`config.mk`:
```
export PLATFORM = sky130hd
export DESIGN_NAME = juego_turnos_fsm_flat
export DESIGN_NICKNAME = d
export VERILOG_FILES = /design/src/rtl/juego_turnos_if.sv /design/src/rtl/juego_turnos_fsm.sv /design/src/flat_wrapper.sv
export SDC_FILE = /design/constraint.sdc
export NUM_CORES = 1
export LEC_CHECK = 0
export BUFFER_PORTS_ARGS = -buffer_cell sky130_fd_sc_hd__buf_2
export CAP_MARGIN = 20
export CORE_MARGIN = 1.5
export CORE_UTILIZATION = 52
export DETAILED_ROUTE_END_ITERATION = 8
export GPL_TIMING_DRIVEN = 0
export PLACE_DENSITY = 0.83
export SLEW_MARGIN = 20
export SYNTH_ARGS = -nofsm -noshare
export SYNTH_HDL_FRONTEND = slang
export SYNTH_HIERARCHICAL = 1
export SYNTH_SLANG_ARGS = --single-unit
export TNS_END_PERCENT = 1
```
`constraint.sdc`:
```
create_clock -name clk -period 4.76 [get_ports clk]
set_input_delay 0.952 -clock clk [delete_from_list [all_inputs] [get_ports clk]]
set_output_delay 0.952 -clock clk [all_outputs]
set_load 0.01 [all_outputs]
```
`src/rtl/juego_turnos_if.sv`:
```
// Board-side bus of the turn-based game controller: debounced player inputs in,
// turn/score/status out to the display and LED drivers.
interface juego_turnos_if #(
    parameter int N_PLAYERS = 2,
    parameter int MOVE_W    = 3,
    parameter int WIN_SCORE = 3
);
    localparam int PW = (N_PLAYERS > 2) ? $clog2(N_PLAYERS) : 1;
    localparam int SW = $clog2(WIN_SCORE + 1);

    logic              start;
    logic              move_valid;
    logic [MOVE_W-1:0] move;
    logic [PW-1:0]     turn;
    logic [MOVE_W-1:0] target;
    logic [SW-1:0]     cur_score;
    logic              move_ok;
    logic              move_hit;
    logic              timeout;
    logic              game_over;
    logic [PW-1:0]     winner;

    modport master (
        output start, move_valid, move,
        input  turn, target, cur_score, move_ok, move_hit, timeout, game_over, winner
    );

    modport slave (
        input  start, move_valid, move,
        output turn, target, cur_score, move_ok, move_hit, timeout, game_over, winner
    );
endinterface

```
`src/rtl/juego_turnos_fsm.sv`:
```
// N-player turn-based game controller with per-turn deadline and win detection.
// Optional build macro JUEGO_PENALTY_EN: an expired turn costs the player one point.

// One player's score register; saturates at WIN_SCORE going up and at 0 going down.
module juego_score_slot #(
    parameter int SW        = 2,
    parameter int WIN_SCORE = 3
) (
    input  logic          clk,
    input  logic          rst,
    input  logic          clr,
    input  logic          inc,
    input  logic          dec,
    output logic [SW-1:0] score_d,
    output logic [SW-1:0] score_q
);
    always_comb begin
        score_d = score_q;
        if (clr)
            score_d = '0;
        else if (inc && score_q != SW'(WIN_SCORE))
            score_d = score_q + SW'(1);
        else if (dec && score_q != '0)
            score_d = score_q - SW'(1);
    end

    always_ff @(posedge clk or negedge rst) begin
        if (!rst) score_q <= '0;
        else      score_q <= score_d;
    end
endmodule

module juego_turnos_fsm #(
    parameter int N_PLAYERS      = 2,
    parameter int MOVE_W         = 3,
    parameter int TIMEOUT_CYCLES = 15,
    parameter int WIN_SCORE      = 3
) (
    input  logic           clk,
    input  logic           rst,
    juego_turnos_if.slave  bus
);
    localparam int PW = (N_PLAYERS > 2) ? $clog2(N_PLAYERS) : 1;
    localparam int SW = $clog2(WIN_SCORE + 1);
    localparam int TW = $clog2(TIMEOUT_CYCLES);
    localparam logic [PW-1:0] LAST = PW'(N_PLAYERS - 1);

    typedef enum logic [1:0] {IDLE, WAIT_MOVE, EVAL, DONE} state_t;

    state_t                         state_q, state_d;
    logic [TW-1:0]                  timer_q, timer_d;
    logic [MOVE_W-1:0]              mv_q, mv_d;
    logic [MOVE_W-1:0]              target_q, target_d;
    logic [PW-1:0]                  turn_q, turn_d;
    logic [PW-1:0]                  winner_q, winner_d;
    logic [SW-1:0]                  cur_q, cur_d;
    logic                           ok_q, ok_d, hit_q, hit_d, to_q, to_d, over_q, over_d;
    logic                           clr;
    logic [N_PLAYERS-1:0]           inc, dec;
    logic [N_PLAYERS-1:0][SW-1:0]   score_q, score_d;

    function automatic logic [PW-1:0] nxt(input logic [PW-1:0] t);
        return (t == LAST) ? '0 : t + PW'(1);
    endfunction

    genvar p;
    generate
        for (p = 0; p < N_PLAYERS; p++) begin : g_slot
            juego_score_slot #(.SW(SW), .WIN_SCORE(WIN_SCORE)) u_slot (
                .clk     (clk),
                .rst     (rst),
                .clr     (clr),
                .inc     (inc[p]),
                .dec     (dec[p]),
                .score_d (score_d[p]),
                .score_q (score_q[p])
            );
        end
    endgenerate

    always_comb begin
        state_d  = state_q;
        timer_d  = timer_q;
        mv_d     = mv_q;
        target_d = target_q;
        turn_d   = turn_q;
        winner_d = winner_q;
        over_d   = over_q;
        ok_d     = 1'b0;
        hit_d    = 1'b0;
        to_d     = 1'b0;
        clr      = 1'b0;
        inc      = '0;
        dec      = '0;
        case (state_q)
            IDLE, DONE: begin
                if (bus.start) begin
                    state_d  = WAIT_MOVE;
                    turn_d   = '0;
                    target_d = MOVE_W'(1);
                    timer_d  = '0;
                    winner_d = '0;
                    over_d   = 1'b0;
                    clr      = 1'b1;
                end
            end
            WAIT_MOVE: begin
                // A move arriving in the expiring cycle takes priority over the pass.
                if (bus.move_valid) begin
                    mv_d    = bus.move;
                    state_d = EVAL;
                end else if (timer_q == TW'(TIMEOUT_CYCLES - 1)) begin
                    to_d    = 1'b1;
                    turn_d  = nxt(turn_q);
                    timer_d = '0;
`ifdef JUEGO_PENALTY_EN
                    dec[turn_q] = 1'b1;
`else
                    dec = '0;
`endif
                end else begin
                    timer_d = timer_q + TW'(1);
                end
            end
            EVAL: begin
                ok_d    = 1'b1;
                timer_d = '0;
                if (mv_q == target_q) begin
                    hit_d       = 1'b1;
                    inc[turn_q] = 1'b1;
                    target_d    = target_q + MOVE_W'(1);
                end
                // Only a hit can reach the win score; the winner keeps the turn.
                if (mv_q == target_q && score_q[turn_q] == SW'(WIN_SCORE - 1)) begin
                    state_d  = DONE;
                    over_d   = 1'b1;
                    winner_d = turn_q;
                end else begin
                    state_d = WAIT_MOVE;
                    turn_d  = nxt(turn_q);
                end
            end
            default: state_d = IDLE;
        endcase
    end

    assign cur_d = score_d[turn_d];

    always_ff @(posedge clk or negedge rst) begin
        if (!rst) begin
            state_q  <= IDLE;
            timer_q  <= '0;
            mv_q     <= '0;
            target_q <= MOVE_W'(1);
            turn_q   <= '0;
            winner_q <= '0;
            cur_q    <= '0;
            ok_q     <= 1'b0;
            hit_q    <= 1'b0;
            to_q     <= 1'b0;
            over_q   <= 1'b0;
        end else begin
            state_q  <= state_d;
            timer_q  <= timer_d;
            mv_q     <= mv_d;
            target_q <= target_d;
            turn_q   <= turn_d;
            winner_q <= winner_d;
            cur_q    <= cur_d;
            ok_q     <= ok_d;
            hit_q    <= hit_d;
            to_q     <= to_d;
            over_q   <= over_d;
        end
    end

    assign bus.turn      = turn_q;
    assign bus.target    = target_q;
    assign bus.cur_score = cur_q;
    assign bus.move_ok   = ok_q;
    assign bus.move_hit  = hit_q;
    assign bus.timeout   = to_q;
    assign bus.game_over = over_q;
    assign bus.winner    = winner_q;
endmodule
```
`src/flat_wrapper.sv`:
```
// flat-port wrapper written by rule: the top's interface ports become plain ports
module juego_turnos_fsm_flat 
#(
    parameter int N_PLAYERS      = 2,
    parameter int MOVE_W         = 3,
    parameter int TIMEOUT_CYCLES = 15,
    parameter int WIN_SCORE      = 3
)
  (clk, rst, bus_start, bus_move_valid, bus_move, bus_turn, bus_target, bus_cur_score, bus_move_ok, bus_move_hit, bus_timeout, bus_game_over, bus_winner);
  juego_turnos_if #(.N_PLAYERS(N_PLAYERS), .MOVE_W(MOVE_W), .WIN_SCORE(WIN_SCORE)) bus_i ();
  input  logic clk;
  input  logic rst;
  input wire logic [$bits(bus_i.start)-1:0] bus_start;
  input wire logic [$bits(bus_i.move_valid)-1:0] bus_move_valid;
  input wire logic [$bits(bus_i.move)-1:0] bus_move;
  output wire logic [$bits(bus_i.turn)-1:0] bus_turn;
  output wire logic [$bits(bus_i.target)-1:0] bus_target;
  output wire logic [$bits(bus_i.cur_score)-1:0] bus_cur_score;
  output wire logic [$bits(bus_i.move_ok)-1:0] bus_move_ok;
  output wire logic [$bits(bus_i.move_hit)-1:0] bus_move_hit;
  output wire logic [$bits(bus_i.timeout)-1:0] bus_timeout;
  output wire logic [$bits(bus_i.game_over)-1:0] bus_game_over;
  output wire logic [$bits(bus_i.winner)-1:0] bus_winner;
  assign bus_i.start = bus_start;
  assign bus_i.move_valid = bus_move_valid;
  assign bus_i.move = bus_move;
  assign bus_turn = bus_i.turn;
  assign bus_target = bus_i.target;
  assign bus_cur_score = bus_i.cur_score;
  assign bus_move_ok = bus_i.move_ok;
  assign bus_move_hit = bus_i.move_hit;
  assign bus_timeout = bus_i.timeout;
  assign bus_game_over = bus_i.game_over;
  assign bus_winner = bus_i.winner;
  juego_turnos_fsm #(.N_PLAYERS(N_PLAYERS), .MOVE_W(MOVE_W), .TIMEOUT_CYCLES(TIMEOUT_CYCLES), .WIN_SCORE(WIN_SCORE)) u_core (.clk(clk), .rst(rst), .bus(bus_i));
endmodule
```
# Word level (Yosys, flattened, before mapping)
# Cells that the tools add are included.
[classes] addsub=5 mul=0 div_mod_pow=0 order_cmp=3 eq_ne=13 shifts=0 n_mux=42 n_bitwise=0 n_reduce_logical=12
[ops] operator="$mux 2" count=13
[ops] operator="$mux 1" count=17
[ops] operator="$mux 4" count=3
[ops] operator="$pmux 4 s3" count=1
[ops] operator="$ne 2x2->1 const B" count=5
[ops] operator="$eq 2x2->1 const B" count=3
[ops] operator="$mux 3" count=2
[ops] operator="$pmux 2 s3" count=1
[ops] operator="$pmux 3 s2" count=1
[ops] operator="$reduce_and 2->1" count=3
[ops] operator="$reduce_and 3->1" count=2
[ops] operator="$add 2x1->2 const B" count=2
[ops] operator="$add 4x1->4 const B" count=1
[ops] operator="$eq 4x4->1 const B" count=1
[ops] operator="$logic_and 1x1->1" count=4
[ops] operator="$lt 1x2->1 const B" count=2
[ops] operator="$ne 2x1->1 const B" count=2
[ops] operator="$pmux 1 s2" count=2
[ops] operator="$add 3x1->3 const B" count=1
[ops] operator="$eq 3x3->1" count=1
[ops] operator="$pmux 1 s3" count=1
[ops] operator="$eq 2x1->1 const B" count=1
[ops] operator="$logic_not 2->1" count=1
[ops] operator="$reduce_bool 2->1" count=1
[ops] operator="4 further kinds" count=4
[totals] register_bits=24 latchBits=0 ramBits=0 rom_bits=0 in_bits=7 out_inout_bits=11 elab_cells=88 memories=0

# Depth between registers and ports, before layout
[depth] ltp_word=11 depth_mapped=10 ltp_nobuf=9

# Cells and area by module
# Netlist, hierarchy kept.
[modules_own_cells] mod="juego_turnos_fsm" instances=1 cells_each=108 area_per_inst_um2=1078.5 seq_area_each_um2=501.7
[modules_own_cells] mod="juego_score_slot" instances=2 cells_each=14 area_per_inst_um2=155.1 seq_area_each_um2=50.0

# Worst setup path after synthesis
# Ideal clock, no wire load.
[synth_path] kind="register to register" from="register u_core.state_q[0]" to="register u_core.cur_q[0], in the netlist u_core/bus.cur_score[0]" setup_time_ps=128 arrival_ps=2240 t_required_ps=4632 setup_slack_ps=2392 path_stages_with_launch=11 path_buffers=1 synth_period_minus_slack_ps=2368 path_cell_list="dfrtp_1 -> inv_1 -> ha_1 -> clkbuf_1 -> clkinv_1 -> nor4_1 -> nor2b_1 -> nor2b_1 -> o21a_1 -> nor3_1 -> mux2_1"
[synth_lines] element="start: declaration" line="juego_turnos_fsm.sv:50" source="state_t state_q, state_d;"
[synth_lines] element="start signal: assignment" line="juego_turnos_fsm.sv:163" source="state_q <= state_d;"
[synth_lines] element="end signal: assignment" line="juego_turnos_fsm.sv:169" source="cur_q <= cur_d;"
[synth_lines] element="end: declaration" line="juego_turnos_fsm.sv:56" source="logic [SW-1:0] cur_q, cur_d;"

==> flow_metrics.py <==
metrics = {
    "cells_and_area": {
        "fillerInstances": 222,
        "nNetsFinal": 176,
        "final-seq-area_um2": 602,
        "n_antenna_cell": 0,
        "drive_gt1_frac": 0.222,
        "syn_to_final_growth_pct": 11.7,
        "multiInputGateArea_um2": 742,
    },
    "clock_tree": {
        "cts_resized": 0,
        "cts_tree": "yes",
        "htree_num_levels": 1,
        "clk_root_buffer_cell": "clkbuf_4",
        "worst_skew_pair.late_latency_ns": 0.31,
        "cts_post_setup_buffers_inserted": 0,
        "cts_buffer_depth": 2,
        "path_clk_slew_ns": 0.13,
        "clkSinkCount": 24,
        "postCtsHoldBufs": 0,
        "numCtsBuffers": 3,
    },
    "setup_path": {
        "r2r_end": "u_core/bus.cur_score[0]$_DFF_PN0_",
        "path_common_cell": "nor2b_1",
        "crit_required_ns": 4.96,
        "cpLargestDelayFamily": "simple AND/OR/NAND/NOR gates",
        "crit_path_end_kind": "register",
        "cpPeakStageDelay_ns": 0.44,
        "r2r_slack_ns": 1.91,
        "r2r_cells": 10,
        "path_cells": "inv_1 > ha_1 > clkbuf_1 > clkinv_1 > nor4_1 > nor2b_1 > nor2b_1 > o21a_1 > nor3_1 > mux2_1",
        "crit_buf_inv": 3,
        "crit_type": "reg -> reg",
        "r2r-start": "u_core/state_q[0]$_DFFE_PN0P_",
        "cp_slowest_cell": "dfrtp_1",
        "critPathMaxFanout": 9,
        "critPathLaunchType": "register",
        "cp.arrival_ns": 3.05,
    },
    "global_route": {
        "gr-total-overflow": 0,
        "first_global_vias": 1023,
        "track_usage": 0.210,
        "antenna_found_initial": 0,
        "grt_pass1_wl_um": 4470,
        "grt_max_degree": 25,
    },
    "synthesis": {
        "ys.flop_type": "dfrtp_1",
        "synth_edf_count": 0,
        "ys_seq_elements": 24,
        "synth_area_per_cell_um2": 10.2,
        "netlist_area_um2": 1390,
        "synth_area_leaders": "dfrtp_1 41%, ha_1 9.0%, nand2_1 3.8%",
        "async_flop_share": 1.00,
        "synth_largest_area_cell": "dfrtp_1",
        "yosysMostFrequentCell": "dfrtp_1",
        "ys_warn_count": 6,
        "synth_cell_types": 38,
        "yosysTopAreaCellShare": 0.414,
        "syn_inst": 136,
        "ys_seq_area_frac": 0.433,
        "synth_common_cells": "23 x dfrtp_1, 14 x nand2_1, 11 x inv_1",
    },
    "floorplan": {
        "start_util": 0.556,
        "die_y_um": 54.7,
        "num_rows": 18,
        "die_w_um": 54.7,
        "ios": 18,
        "design.core.area_um2": 2500,
        "dieArea_um2": 2990,
    },
    "timing": {
        "final.setup.worst_slack_ns": 1.91,
        "finalMaxSlewViolations": 0,
        "setup_viol": 0,
        "rsz0062_at_grt": "no",
        "skew_ns": 0.00676,
        "setup_tns_ns": 0,
        "hold_violations": 0,
        "fmax_mhz": 351,
        "period_share": 0.599,
        "worst_slew_pin_slew_ns": 0.516,
        "final.min_clock_period_ns": 2.85,
        "slew_headroom": 0.656,
    },
    "placement": {
        "port_buffers": 17,
        "dpl.hpwl_um": 2040,
        "place_ws_ns": 1.96,
        "place_congestion": 0.808,
    },
    "hold_path": {
        "min_path_type": "reg -> reg",
        "min_path_cells": 1,
        "min_from": "u_core/timer_q[3]$_DFFE_PN0P_",
        "whs_endpoint": "u_core/timer_q[3]$_DFFE_PN0P_",
    },
    "power_and_ir_drop": {
        "powerDensity_nw_per_um2": 617,
        "peakVddDrop_mv": 0.421,
        "seqPwrFrac": 0.358,
        "switchingPower_mw": 0.419,
        "combPwrFrac": 0.532,
        "internal_power_mw": 0.538,
        "clockPowerShare": 0.110,
        "p_leak_nw": 0.781,
        "swShare": 0.438,
    },
    "detailed_routing": {
        "drtIter0Drc": 9,
        "postRouteAntennaNets": 0,
        "wl_um": 2630,
        "via_per_inst": 5.53,
        "drc_errors": 0,
        "first_pass_iters": 4,
        "wl_per_cell_um": 14.0,
        "vias": 1040,
    },
    "outcome": {
        "status": "completed",
    },
    "run": {
        "drv_cap": 0,
    },
}
-- cell type report --
| type | count | share of cell area |
|---|---|---|
| Buffer | 1 | 0.00242 |
| Timing Repair Buffer | 17 | 0.0548 |
| Tap cell | 30 | 0.0242 |
| Multi-Input combinational cell | 100 | 0.478 |
| Inverter | 12 | 0.0290 |
| Clock buffer | 4 | 0.0234 |
| Sequential cell | 24 | 0.388 |
-- cells by family after synthesis --
group           Yosys count  synth area share
buf+inv                  13            0.0351
fa+ha+maj                10            0.0901
xor+xnor                  4            0.0252
simple gates             50             0.197
other cells               1           0.00270
mux                      10            0.0847
compound gates           24             0.132
flops                    24             0.433
-- placed cells by master (no fill, tap or decap), types with 3 or more instances in the layout --
| master | n |
|---|---|
| and3_1 | 3 |
| buf_2 | 17 |
| clkbuf_4 | 3 |
| dfrtp_1 | 23 |
| ha_1 | 10 |
| inv_1 | 11 |
| mux2_2 | 4 |
| nand2_1 | 14 |
| nand3_1 | 4 |
| nor2_1 | 9 |
| nor2b_1 | 5 |
| nor3_1 | 5 |
| o21ai_0 | 9 |
| xor2_1 | 4 |
-- layer usage --
| layer | share of wire | vias up | global-route usage |
|---|---|---|---|
| met4 | 0.0046 | 0 | 0.0458 |
| met1 | 0.44 | 500 | 0.262 |
| met2 | 0.51 | 21 | 0.357 |
| met3 | 0.041 | 2 | 0.0628 |
| met5 | 0 | - | 0 |
| li1 | - | 517 | - |
-- flip-flops by register name, summed over array words and instances (netlist names) --
name and flops:
u_core/bus.game_over 1, u_core/bus.target 3, u_core/bus.move_hit 1, u_core/state_q 2, u_core/g_slot.u_slot/score_q 4, u_core/timer_q 4, u_core/bus.winner 1, u_core/bus.turn 1
u_core/bus.timeout 1, u_core/bus.cur_score 2, u_core/mv_q 3, u_core/bus.move_ok 1
-- how the worst max path moves through the flow --
stage,slack [ns],startpoint,to,cells past startpoint
2_1_floorplan,2.39,u_core/state_q[0]$_DFFE_PN0P_,u_core/bus.cur_score[0]$_DFF_PN0_,10
5_1_grt,1.67,u_core/state_q[0]$_DFFE_PN0P_,u_core/bus.cur_score[0]$_DFF_PN0_,10
6_report,1.91,u_core/state_q[0]$_DFFE_PN0P_,u_core/bus.cur_score[0]$_DFF_PN0_,10
4_1_cts,1.94,u_core/state_q[0]$_DFFE_PN0P_,u_core/bus.cur_score[0]$_DFF_PN0_,10
3_3_place_gp,2.05,u_core/state_q[0]$_DFFE_PN0P_,u_core/bus.cur_score[0]$_DFF_PN0_,10
3_5_place_dp,1.96,u_core/state_q[0]$_DFFE_PN0P_,u_core/bus.cur_score[0]$_DFF_PN0_,10
-- power by group through the flow --
stage	logic, mW	registers (mW)	clock network [mW]
3_3_place_gp	0.475	0.340	0
4_1_cts	0.507	0.343	0.110
6_report	0.510	0.343	0.105
2_1_floorplan	0.380	0.344	0
3_5_place_dp	0.506	0.347	0
5_1_grt	0.561	0.355	0.117
-- metrics by stage --
stage	utilization	cell area [um^2]	total power [mW]	hold slack (ns)	cells
after global placement	0.606	1520	0.815	0.486	184
after detailed placement	0.606	1520	0.853	0.501	184
after floorplan	-	1390	0.724	0.464	137
after CTS	0.621	1550	0.960	0.523	188
final	0.621	1550	0.957	0.520	188
after global routing	0.621	1550	1.03	0.571	188
Power figures use the tool's default switching activity.
